### src/rtl/dtage_pkg.sv
// dtage_pkg: shared widths, table line layout and update FSM states for the
// dual-table TAGE-style target predictor update engine.
//   TAG_W      - partial tag width stored per line
//   PRED_W     - predicted target width stored per line
//   IDX_W      - table index width (8 lines per table)
//   NUM_TABLES - number of tagged tables (table 1 has the longer history)
package dtage_pkg;

   localparam int TAG_W      = 6;
   localparam int PRED_W     = 16;
   localparam int IDX_W      = 3;
   localparam int NUM_TABLES = 2;

   // One tagged-table entry.
   typedef struct packed {
      logic [PRED_W-1:0] pred;
      logic [TAG_W-1:0]  tag;
   } line_t;

   // IDLE: waiting for a resolved branch
   // RD1 : read table 1        RD0: read table 0, table-1 data returns
   // CHK : table-0 data returns, decide writes
   // WRA : first (or only) write   WRB: table-1 allocation after a table-0 hit
   typedef enum logic [2:0] {
      IDLE = 3'd0,
      RD1  = 3'd1,
      RD0  = 3'd2,
      CHK  = 3'd3,
      WRA  = 3'd4,
      WRB  = 3'd5
   } state_t;

endpackage

### src/rtl/dtage_hash.sv
// dtage_hash: folds a branch PC with one table's history into that table's
// index and partial tag. Purely combinational; one instance per table.
//   pc    - branch PC
//   h     - history for this table
//   index - pc[2:0] ^ h[2:0]
//   tag   - low TAG_W bits of pc ^ h
module dtage_hash
   import dtage_pkg::*;
(
   input  logic [PRED_W-1:0] pc,
   input  logic [PRED_W-1:0] h,
   output logic [IDX_W-1:0]  index,
   output logic [TAG_W-1:0]  tag
);

   logic [PRED_W-1:0] folded;
   logic              unused_hi;

   assign folded    = pc ^ h;
   assign index     = folded[IDX_W-1:0];
   assign tag       = folded[TAG_W-1:0];
   // Upper fold bits do not participate in index or tag.
   assign unused_hi = ^folded[PRED_W-1:TAG_W];

endmodule

### src/rtl/dtage_update.sv
// dtage_update: update engine for a two-table tagged target predictor.
// Accepts one resolved branch at a time, reads both tagged tables through a
// shared read port, decides which entries to correct or allocate, and issues
// up to two writes through a single write port.
//
// Handshake: a branch transfers on a rising edge where upd_valid and
// upd_ready are both high; upd_ready is high only while IDLE, and the
// producer must hold its payload stable while upd_valid is high and
// upd_ready is low.
//
// Ports:
//   clk, rst                      - rising-edge clock, async active-high reset
//   upd_valid/upd_ready           - resolved-branch handshake
//   upd_pc, upd_h, upd_target     - branch PC, per-table history, real target
//   rd_en, rd_table, rd_index     - table read request
//   rd_vld, rd_tag, rd_pred       - read response, one cycle after rd_en
//   wr_en, wr_table, wr_index,
//   wr_tag, wr_pred               - table write port
//   upd_done                      - one-cycle pulse in the final active cycle
//   busy                          - update in flight
//   alloc_cnt                     - saturating count of allocation writes
module dtage_update #(
   parameter int NUM_TABLES = 2,   // only 2 is supported
   parameter int CNT_W      = 16
) (
   input  logic                                         clk,
   input  logic                                         rst,
   input  logic                                         upd_valid,
   output logic                                         upd_ready,
   input  logic [dtage_pkg::PRED_W-1:0]                 upd_pc,
   input  logic [NUM_TABLES-1:0][dtage_pkg::PRED_W-1:0] upd_h,
   input  logic [dtage_pkg::PRED_W-1:0]                 upd_target,
   output logic                                         rd_en,
   output logic                                         rd_table,
   output logic [dtage_pkg::IDX_W-1:0]                  rd_index,
   input  logic                                         rd_vld,
   input  logic [dtage_pkg::TAG_W-1:0]                  rd_tag,
   input  logic [dtage_pkg::PRED_W-1:0]                 rd_pred,
   output logic                                         wr_en,
   output logic                                         wr_table,
   output logic [dtage_pkg::IDX_W-1:0]                  wr_index,
   output logic [dtage_pkg::TAG_W-1:0]                  wr_tag,
   output logic [dtage_pkg::PRED_W-1:0]                 wr_pred,
   output logic                                         upd_done,
   output logic                                         busy,
   output logic [CNT_W-1:0]                             alloc_cnt
);

   import dtage_pkg::*;

   state_t            state;

   logic [IDX_W-1:0]  idx_c [NUM_TABLES];
   logic [TAG_W-1:0]  tag_c [NUM_TABLES];
   logic [IDX_W-1:0]  idx_q [NUM_TABLES];
   logic [TAG_W-1:0]  tag_q [NUM_TABLES];
   logic [PRED_W-1:0] target_q;

   // Table-1 response captured in RD0.
   line_t             line1_q;
   logic              line1_vld;

   // Second write still owed after WRA, and allocation flag of the write on
   // the port this cycle.
   logic              pend_b;
   logic              wr_alloc;

   // Decision terms, meaningful in CHK only.
   logic              hit0;
   logic              hit1;
   logic              need_write;
   logic              two_writes;
   logic              a_table;
   logic              a_alloc;

   for (genvar i = 0; i < NUM_TABLES; i++) begin : g_hash
      dtage_hash u_hash (
         .pc    (upd_pc),
         .h     (upd_h[i]),
         .index (idx_c[i]),
         .tag   (tag_c[i])
      );
   end

   // The table-0 response is consumed directly in CHK: it arrives in the
   // same cycle the decision is made, so it is never registered.
   always_comb begin
      hit1       = line1_vld && (line1_q.tag == tag_q[1]);
      hit0       = rd_vld && (rd_tag == tag_q[0]);
      need_write = 1'b0;
      two_writes = 1'b0;
      a_table    = 1'b0;
      a_alloc    = 1'b0;
      if (hit1) begin
         if (line1_q.pred != target_q) begin
            need_write = 1'b1;
            a_table    = 1'b1;
         end
      end else if (hit0) begin
         // Correct table 0, then allocate the longer-history table.
         if (rd_pred != target_q) begin
            need_write = 1'b1;
            two_writes = 1'b1;
         end
      end else if (target_q != '0) begin
         // Base prediction is 0; only allocate when it was wrong.
         need_write = 1'b1;
         a_alloc    = 1'b1;
      end
   end

   assign upd_ready = (state == IDLE);
   assign busy      = (state != IDLE);
   assign upd_done  = ((state == CHK) && !need_write) ||
                      ((state == WRA) && !pend_b) ||
                      (state == WRB);

   always_ff @(posedge clk or posedge rst) begin
      if (rst) begin
         state     <= IDLE;
         rd_en     <= 1'b0;
         rd_table  <= 1'b0;
         rd_index  <= '0;
         wr_en     <= 1'b0;
         wr_table  <= 1'b0;
         wr_index  <= '0;
         wr_tag    <= '0;
         wr_pred   <= '0;
         wr_alloc  <= 1'b0;
         pend_b    <= 1'b0;
         target_q  <= '0;
         line1_q   <= '0;
         line1_vld <= 1'b0;
         alloc_cnt <= '0;
         for (int i = 0; i < NUM_TABLES; i++) begin
            idx_q[i] <= '0;
            tag_q[i] <= '0;
         end
      end else begin
         // Count an allocation in the cycle its write is on the port.
         if (wr_en && wr_alloc && (alloc_cnt != '1)) begin
            alloc_cnt <= alloc_cnt + 1'b1;
         end

         unique case (state)
            IDLE: begin
               if (upd_valid) begin
                  for (int i = 0; i < NUM_TABLES; i++) begin
                     idx_q[i] <= idx_c[i];
                     tag_q[i] <= tag_c[i];
                  end
                  target_q <= upd_target;
                  rd_en    <= 1'b1;
                  rd_table <= 1'b1;
                  rd_index <= idx_c[1];
                  state    <= RD1;
               end
            end

            RD1: begin
               rd_table <= 1'b0;
               rd_index <= idx_q[0];
               state    <= RD0;
            end

            RD0: begin
               rd_en        <= 1'b0;
               rd_table     <= 1'b0;
               rd_index     <= '0;
               line1_vld    <= rd_vld;
               line1_q.pred <= rd_pred;
               line1_q.tag  <= rd_tag;
               state        <= CHK;
            end

            CHK: begin
               if (need_write) begin
                  wr_en    <= 1'b1;
                  wr_table <= a_table;
                  wr_index <= idx_q[a_table];
                  wr_tag   <= tag_q[a_table];
                  wr_pred  <= target_q;
                  wr_alloc <= a_alloc;
                  pend_b   <= two_writes;
                  state    <= WRA;
               end else begin
                  state <= IDLE;
               end
            end

            WRA: begin
               if (pend_b) begin
                  wr_table <= 1'b1;
                  wr_index <= idx_q[1];
                  wr_tag   <= tag_q[1];
                  wr_alloc <= 1'b1;
                  pend_b   <= 1'b0;
                  state    <= WRB;
               end else begin
                  wr_en    <= 1'b0;
                  wr_table <= 1'b0;
                  wr_index <= '0;
                  wr_tag   <= '0;
                  wr_pred  <= '0;
                  wr_alloc <= 1'b0;
                  state    <= IDLE;
               end
            end

            WRB: begin
               wr_en    <= 1'b0;
               wr_table <= 1'b0;
               wr_index <= '0;
               wr_tag   <= '0;
               wr_pred  <= '0;
               wr_alloc <= 1'b0;
               state    <= IDLE;
            end

            default: state <= IDLE;
         endcase
      end
   end

endmodule

### config.mk
export PLATFORM = sky130hd
export DESIGN_NAME = dtage_update
export DESIGN_NICKNAME = d
export VERILOG_FILES = /design/src/rtl/dtage_pkg.sv /design/src/rtl/dtage_hash.sv /design/src/rtl/dtage_update.sv
export SDC_FILE = /design/constraint.sdc
export NUM_CORES = 1
export LEC_CHECK = 0
export ABC_AREA = 1
export BUFFER_PORTS_ARGS = -buffer_cell sky130_fd_sc_hd__buf_2
export CORE_MARGIN = 5
export CORE_UTILIZATION = 32
export CTS_CLUSTER_SIZE = 8
export DETAILED_ROUTE_END_ITERATION = 6
export PLACE_DENSITY = 0.63
export SYNTH_ARGS = -nofsm -noshare
export SYNTH_HDL_FRONTEND = slang
export SYNTH_HIERARCHICAL = 1
export SYNTH_SLANG_ARGS = --single-unit
### constraint.sdc
create_clock -name clk -period 3.3 [get_ports clk]
set_clock_uncertainty 0.05 [all_clocks]
set_input_delay 0.165 -clock clk [delete_from_list [all_inputs] [get_ports clk]]
set_output_delay 0.165 -clock clk [all_outputs]
set_load 0.02 [all_outputs]
# After elaboration in Yosys (flattened, before gate mapping)
# Cells that the tools add are included.
# Widths: inputs -> output; s select.
[word_totals] inputBits=90 rom_bits=0 n_memories=0 ramBits=0 regBits=110 elab_cells=108 out_inout_bits=51 latchBits=0
[op_classes] bitwise_logic=3 n_lt_le_gt_ge=1 shift=0 div_mod_pow=0 muxes=44 n_mul=0 n_reduce_logical=26 add_sub_neg=1 n_eq_ne=13
[ops] operator="$pmux 16 s3" n=1
[ops] operator="$mux 16" n=2
[ops] operator="$ne 16x16->1" n=2
[ops] operator="$mux 6" n=5
[ops] operator="$mux 3" n=9
[ops] operator="$pmux 3 s3" n=2
[ops] operator="$pmux 6 s3" n=1
[ops] operator="$mux 1" n=17
[ops] operator="$add 16x1->16 const B" n=1
[ops] operator="$ne 16x16->1 const B" n=1
[ops] operator="$reduce_bool 16->1" n=1
[ops] operator="$pmux 3 s5" n=1
[ops] operator="$eq 6x6->1" n=2
[ops] operator="$reduce_and 2->1" n=6
[ops] operator="$xor 6x6->6" n=2
[ops] operator="$pmux 1 s3" n=3
[ops] operator="$reduce_bool 3->1" n=3
[ops] operator="$eq 3x2->1 const B" n=2
[ops] operator="$eq 3x3->1 const B" n=2
[ops] operator="$logic_and 1x1->1" n=6
[ops] operator="$ne 2x2->1 const B" n=3
[ops] operator="$pmux 1 s2" n=3
[ops] operator="$reduce_bool 2->1" n=3
[ops] operator="$eq 3x1->1 const B" n=1
[ops] operator="other kinds (7)" n=9

# Logic depth before layout (Yosys ltp)
# Gate-level depths: netlist of run 1.
[logic_depth] ltp_word=9 ltp_mapped=15 mapped_depth_nobuf=14

# Hierarchy
# Netlist of run 1, hierarchy kept.
[by_module_without_submodules] module="dtage_update" cells_per_inst=717 seq_area_each_um2=2752.6 area_per_inst_um2=5515.3 n_inst=1
[by_module_without_submodules] module="dtage_hash" cells_per_inst=33 seq_area_each_um2=0.0 area_per_inst_um2=135.1 n_inst=2

# Worst setup path after synthesis of run 1
# OpenSTA, ideal clock, no wires.
[synth_path] path_kind="register to register" from="register alloc_cnt[0]" to="register alloc_cnt[12]" arrival_ps=1673 setup_time_ps=132 path_buffers=0 slack_ps=1445 period_less_slack_ps=1855 required_time_ps=3118 path_stages_with_launch=12 cell_sequence="dfrtp_1 > ha_1 > inv_1 > nor2_1 > nand3_1 > nor2_1 > nand3_1 > nand3_2 > nor2_1 > nand2_1 > nor2_1 > xor2_1"
[synth_between] elab_chain_len=2 word_cells_on_any_way=3 classes_between="1 x add/sub; 1 x eq/ne; 1 x reduce/logical"
[synth_lines] element="start, declared" line="dtage_update.sv:46" text="output logic [CNT_W-1:0] alloc_cnt"
[synth_lines] element="start signal, assigned" line="dtage_update.sv:142" text="alloc_cnt <= alloc_cnt + 1'b1;"
[synth_lines] element="parallel branches: the longest is 2 deep, another holds $add 16x1->16"
# Parallel ways; which one is timed is not known.
# A chain may end at the register's enable or synchronous reset.

# Final worst setup path of run 1
[layout_path] from="register target_q[5]" to="output port upd_done"
[layout_between] elab_chain_len=8 word_cells_on_any_way=12 classes_between="2 x eq/ne; 5 x mux; 5 x reduce/logical"
[layout_lines] element="start, declared" line="dtage_update.sv:57" text="logic [PRED_W-1:0] target_q;"
[layout_lines] element="start signal, assigned" line="dtage_update.sv:152" text="target_q <= upd_target;"
[layout_lines] element="$ne 16x16->1 / $reduce_bool 16->1 (equally long branches)" line="dtage_update.sv:101, dtage_update.sv:105"
[layout_lines] element="$mux 1, on equally long branches" line="dtage_update.sv:101, dtage_update.sv:105"
[layout_lines] element="$mux 1" line="dtage_update.sv:99" text="end else if (hit0) begin"
[layout_lines] element="$mux 1 *" line="dtage_update.sv:94" text="if (hit1) begin"
[layout_lines] element="$logic_not 1->1 *" line="dtage_update.sv:114" text="assign upd_done = ((state == CHK) && !need_write) ||"
[layout_lines] element="$logic_and 1x1->1 *" line="dtage_update.sv:114"
[layout_lines] element="$logic_or 1x1->1 *" line="dtage_update.sv:114"
[layout_lines] element="$logic_or 1x1->1 *" line="dtage_update.sv:115" text="((state == WRA) && !pend_b) ||"
[layout_lines] element="end, declared" line="dtage_update.sv:44" text="output logic upd_done,"
# Mark *: on every way between the ends. The rest lies on a longest branch, timed or not.

==> run_results.csv, run 1 <==
group,metric,value,unit
worst_setup_path,critPathMaxStageDelay,380,ps
worst_setup_path,critPathTopFamily,"simple AND/OR/NAND/NOR gates",
worst_setup_path,cp.required,3080,ps
clock_network,clock_latency,360,ps
power,clockPowerShare,17.3,%
clock_network,cts_tree,"built",
timing,finalSetupViolations,0,
flow_run,maxCapViolCount,0,
cells_and_area,antenna_cells,0,
clock_network,cts_setup_buffers,0,
synthesis,yosysMostFrequentCell,"nand2_1",
place,io_buffers,110,
cells_and_area,stdcell_area,0.00702,sq mm
route,vias,5040,
clock_network,cts-root-buf,"clkbuf_16",
timing,setup_ws,976,ps
clock_network,cts_buffer_depth,2,
timing,fin_hold_ws,12.1,ps
synthesis,synthFlopType,"dfrtp_1",
synthesis,synth_top_area_share,47.6,%
clock_network,htreeDepth,3,
synthesis,ys_ff_latch,110,
grt,track_usage,14.4,%
synthesis,netlist_instances,783,
route,vias_per_cell,4.43,
grt,first_global_vias,4879,
power,leakage,3.90,nW
grt,grt_pass1_wl,23900,um
power,internal-power,3.52,mW
power,power,6.36,mW
die,die_area,0.0209,sq mm
cells_and_area,final_cells,1138,
worst_setup_path,start_kind,"register",
min_path,worstHoldPathType,"input port to register",
timing,slew-limit-headroom,50.4,%
clock_network,ctsResizeCount,0,
clock_network,hold_buffers,20,
route,wirelength,14500,um
die,rows,49,
cells_and_area,syn_to_final_growth,21.4,%
worst_setup_path,worstPathCellList,"inv_1, nand2_1, nand2_1, nor2_1, nand2_1, nor2_1, nand2_1, nand2_2, nand4_4, nand2_1, buf_2",
die,coreArea,0.0179,sq mm
timing,finalHoldViolCount,0,
synthesis,synth-seq-area-share,47.6,%
synthesis,yosysTopAreaCell,"dfrtp_1",
synthesis,synth.avg_cell_area,7.39,sq um
place,gp_congestion,0.796,
synthesis,yosysWarnings,6,
synthesis,async_flop_share,100,%
worst_setup_path,crit_buf_inv,2,
synthesis,yosysUniqueCellTypes,35,
grt,gr-total-overflow,0,
power,power_frac_seq,36.9,%
power,vdd_ir_drop_max,0.361,mV
place,place_area,0.00652,sq mm
timing,fin_setup_tns,0,ps
power,power_frac_comb,45.8,%
power,p_sw_share,44.7,%
worst_setup_path,worstPathMaxFanout,18,
cells_and_area,nNetsFinal,995,
timing,fin_crit,2320,ps
worst_setup_path,critPathCaptureType,"output pin",
worst_setup_path,cp_slowest_cell,"dfrtp_1",
route,first_iter_violations,224,
synthesis,synth_nets,874,
die,die_w,144,um
grt,grt_max_degree,59,
grt,antenna_found_initial,0,
worst_setup_path,arrival,2110,ps
route,detail-route-antenna-nets,0,
place,dp_hpwl,10800,um
run_status,status,"finished clean",
synthesis,ys_top_cells_by_count,"294 x nand2_1, 110 x dfrtp_1, 96 x inv_1",
worst_setup_path,crit_type,"register to output pin",
cells_and_area,final_util,39.2,%
timing,drv_slew,0,
synthesis,synth.cell_area,0.00579,sq mm
place,place_inst,1102,
timing,max_clock_freq,430,MHz
clock_network,clock-sinks,110,
place,dp_slack,1180,ps
timing,worst_pin_slew,745,ps
die,start_util,32.3,%
die,die_h,144,um
timing,rsz0062_at_grt,"no",
synthesis,yosys-top-cells-area,"dfrtp_1 48%, nand2_1 19%, inv_1 6.2%, nor2_1 6.0%, nand4_1 2.6%",
clock_network,clkTransAtPathRegs,70,ps
route,post_drt_wl_per_cell,12.7,um
die,io_pins,141,
timing,finalCritPeriodShare,70.4,%
worst_setup_path,crit_top_cell,"nand2_1",
synthesis,synth_edf_count,0,
power,power-per-cell-area,906,mW/mm^2
clock_network,cts_inserted_buffers,9,
route,first_pass_iters,4,
power,power_switching,2.85,mW
cells_and_area,drive_gt1_share,18.9,%
route,drc_errors,0,
-- power by group through the flow --
stage	Combinational, mW	Clock, mW	Sequential (mW)
2_1_floorplan	1.94	0	2.56
3_3_place_gp	2.87	0	2.35
3_5_place_dp	2.92	0	2.38
4_1_cts	2.96	1.14	2.35
5_1_grt	3.38	1.18	2.43
6_report	2.91	1.10	2.35
-- worst paths after layout --
path | slack [ps] | to | depth (start not counted) | from
min reg2reg | 420 | wr_pred[5]$_DFFE_PP0P_ | 2 | wr_pred[5]$_DFFE_PP0P_
min in group asynchronous | 450 | alloc_cnt[4]$_DFFE_PP0P_ | 3 | rst
max | 980 | upd_done | 11 | target_q[5]$_DFFE_PP0P_
max reg2reg | 1150 | wr_tag[2]$_DFFE_PP0P_ | 12 | target_q[1]$_DFFE_PP0P_
max in group asynchronous | 1900 | tag_q[9]$_DFFE_PP0P_ | 4 | rst
min | 10 | target_q[3]$_DFFE_PP0P_ | 3 | upd_target[3]
-- layer usage --
metal / vias to the layer above / track usage (%) / part of all wire [%] / wire (um)
met3: 13 / 2.45 / 3.7 / 532
met1: 2314 / 18.4 / 47 / 6760
met5: - / 0 / 0 / 0
li1: 2637 / - / - / -
met2: 76 / 25.0 / 48 / 6970
met4: 0 / 4.71 / 1.4 / 196
-- cell type report --
cell class | instances | area [sq um]
Inverter | 109 | 412
Tap cell | 229 | 287
Timing Repair Buffer | 137 | 803
Clock inverter | 6 | 58.8
Sequential cell | 110 | 2750
Multi-Input combinational cell | 537 | 2470
Clock buffer | 10 | 239
Fill cell | 1873 | 10900
-- cell families (layout without fill, tap and decap cells) --
| kind of cell | Yosys count | after routing | synth area share (%) |
|---|---|---|---|
| AND/OR/NAND/NOR | 444 | 444 | 31.6 |
| buffers and inverters | 136 | 262 | 9.82 |
| flip-flops | 110 | 110 | 47.6 |
| AO/OA/AOI/OAI | 61 | 61 | 5.60 |
| XOR/XNOR | 20 | 20 | 3.03 |
| multiplexers | 11 | 11 | 2.14 |
| adder cells (fa/ha/maj) | 1 | 1 | 0.216 |
-- worst reg2reg max path: stages, from the launching register on --
cell and delay [ps]:
dfrtp_1 390, inv_1 170, nand2_1 80, a21oi_1 160, nand2_1 80, nor2_1 90
nand2_1 120, nand2_2 120, nand3_1 90, nand2_2 260, nand2_2 240, nand2_1 140
nand2_1 60
-- cells in the final DEF, fill, tap and decap left out, drive strengths merged --
cell type and n:
xnor2 9, and3 1, inv 114, clkinvlp 1, mux2 11, a21oi 30, buf 117, a31oi 1
ha 1, nand2 298, clkbuf 10, dlygate4sd3 20, o21bai 1, o21ai 26, nor2 93, xor2 11
dfrtp 110, nand3 23, nand4 25, a22oi 2, nand3b 2, o211ai 1, nor3 2
-- flip-flops by register name, summed over array words and instances (netlist names), 3 cells and up --
signal and flops:
wr_pred 16, alloc_cnt 16, state 3, wr_tag 6, tag_q 12, wr_index 3, target_q 16, rd_index 3
line1_q 22, idx_q 6
Note: power is estimated with default switching activity, not from simulation.
==> run 2, diff against run 1 <==
==> constraint.sdc (replaced) <==
create_clock -name clk -period 1.94 [get_ports clk]
set_clock_uncertainty 0.05 [all_clocks]
set_input_delay 0.097 -clock clk [delete_from_list [all_inputs] [get_ports clk]]
set_output_delay 0.097 -clock clk [all_outputs]
set_load 0.02 [all_outputs]
==> run_results.csv, run 2 (same netlist as run 1, synthesis figures left out) <==
group,metric,value,unit
worst_setup_path,r2r_end,"wr_pred[3]$_DFFE_PP0P_",
route,drc_errors,0,
worst_setup_path,cp-startpoint,"target_q[7]$_DFFE_PP0P_",
timing,fin_crit,2020,ps
timing,slew-limit-headroom,61.5,%
power,leakage,4.20,nW
timing,setup_ws,-84.1,ps
worst_setup_path,start_kind,"register",
die,coreArea,0.0179,sq mm
grt,grt_max_degree,47,
worst_setup_path,worstPathMaxFanout,4,
grt,gr-total-overflow,0,
timing,worst_pin_slew,576,ps
place,dp_slack,31.8,ps
cells_and_area,layout_common_cells,"285 x nand2_1, 110 x dfrtp_1, 109 x buf_2",
run_status,violations,"negative setup slack",
route,first_iter_violations,306,
die,rows,49,
run_status,status,"complete, but fails checks",
worst_setup_path,critPathCaptureType,"output pin",
place,io_buffers,110,
die,io_pins,141,
timing,rsz0062_at_grt,"yes",
die,die_area,0.0209,sq mm
clock_network,clock_latency,360,ps
flow_run,maxCapViolCount,0,
cells_and_area,stdcell_area,0.00770,sq mm
clock_network,htreeDepth,3,
place,gp_congestion,0.788,
worst_setup_path,crit_type,"register to output pin",
place,place_area,0.00667,sq mm
timing,finalCritPeriodShare,104,%
power,vdd_ir_drop_max,0.556,mV
grt,first_global_vias,5206,
clock_network,clkTransAtPathRegs,80,ps
route,post_drt_wl_per_cell,12.8,um
cells_and_area,largest_reg_flops,22,
min_path,worstHoldPathType,"input port to register",
route,vias_per_cell,4.51,
worst_setup_path,reg2reg_slack,0,ps
cells_and_area,drive_gt1_share,24.5,%
grt,track_usage,15.2,%
clock_network,cts_buffer_depth,2,
timing,max_clock_freq,494,MHz
power,power-per-cell-area,1500,mW/mm^2
grt,antenna_found_initial,0,
route,vias,5408,
worst_setup_path,cp.required,1790,ps
worst_setup_path,arrival,1880,ps
clock_network,cts_inserted_buffers,9,
grt,grt_pass1_wl,25200,um
route,wirelength,15400,um
clock_network,clock-sinks,110,
timing,drv_slew,0,
die,start_util,32.3,%
timing,finalHoldViolCount,0,
die,die_w,144,um
timing,finalSetupViolations,2,
cells_and_area,final_common_cell,"nand2_1",
die,die_h,144,um
place,dp_hpwl,10900,um
clock_network,cts-root-buf,"clkbuf_16",
worst_setup_path,endpoint,"upd_done",
cells_and_area,largest-register,"line1_q",
clock_network,cts_tree,"built",
route,detail-route-antenna-nets,0,
cells_and_area,nNetsFinal,1055,
worst_setup_path,r2r-start,"target_q[7]$_DFFE_PP0P_",
cells_and_area,syn_to_final_growth,33.2,%
route,first_pass_iters,4,
cells_and_area,final_util,43.0,%
worst_setup_path,reg2reg_depth,13,
==> run 2: cell types whose count changed in the layout (fill, tap and decap cells not counted), sizes merged <==
| cell | before | now |
|---|---|---|
| nand3 | 23 | 24 |
| inv | 114 | 112 |
| clkinvlp | 1 | 2 |
| diode | 0 | 1 |
| buf | 117 | 154 |
| dlygate4sd3 | 20 | 41 |
| clkinv | 0 | 2 |
==> run 2: power by group <==
part | internal [mW] | switching [mW] | leakage, nW
logic | 2.23 | 3.48 | 2.72
clock network | 0.900 | 0.921 | 0.139
registers | 3.32 | 0.681 | 1.34
total | 6.45 | 5.09 | 4.20
==> run 2: worst min path at each step <==
stage	depth (start not counted)	slack (ps)	end	startpoint
final	4	30	tag_q[5]$_DFFE_PP0P_	upd_h[21]
after global routing	4	40	tag_q[10]$_DFFE_PP0P_	upd_h[4]
after CTS	4	10	tag_q[5]$_DFFE_PP0P_	upd_h[21]
after detailed placement	2	140	wr_table$_DFFE_PP0P_	rst
after global placement	2	140	wr_table$_DFFE_PP0P_	rst
after floorplan	2	170	line1_q[0]$_DFFE_PP0P_	rd_tag[0]
==> run 2: layout make-up <==
type	instances	area, sq um
antenna	1	2.50
clock buffer	9	225
clock inverter	7	62.6
fill	1819	10200
inverter	109	413
multi-input combinational	538	2570
sequential	110	2750
tap	229	287
timing repair buffer	196	1390
==> run 2: what timing repair did <==
| action | CTS | global route |
|---|---|---|
| hold endpoints to repair | 59 | 0 |
| setup endpoints to repair | 1 | 43 |
| buffers inserted | 5 | 18 |
| gates resized for setup | 12 | 30 |
| hold buffers | 41 | 0 |
| pin swaps | 7 | 16 |
| gates cloned | 0 | 2 |
==> run 2: layer usage <==
metal	part of all wire (%)	up-vias	global-route usage, %
met5	0	-	0
met4	3.1	0	7.22
met3	3.7	37	2.22
met2	48	128	25.4
met1	45	2477	19.4
li1	-	2766	-
==> run 2: critical path, stage by stage, from the launching register on <==
cell     delay, ps
dfrtp_1        410
inv_2           70
nand2_1         60
nand2_1         60
nor2_1         140
nand2_1         90
nor2_2         140
nand2_2         80
nand2_2        100
nand4_4        140
nand2_2        120
buf_6          120
==> run 2: per-stage QoR <==
| stage | cells | total power, mW | TNS, ps | hold slack, ps |
|---|---|---|---|---|
| 2_1_floorplan | 783 | 7.66 | 0 | 168 |
| 3_3_place_gp | 1116 | 9.08 | 0 | 138 |
| 3_5_place_dp | 1116 | 9.19 | 0 | 139 |
| 4_1_cts | 1178 | 11.2 | -476 | 10.3 |
| 5_1_grt | 1198 | 12.6 | -2450 | 39.4 |
| 6_report | 1199 | 11.5 | -85.0 | 26.2 |
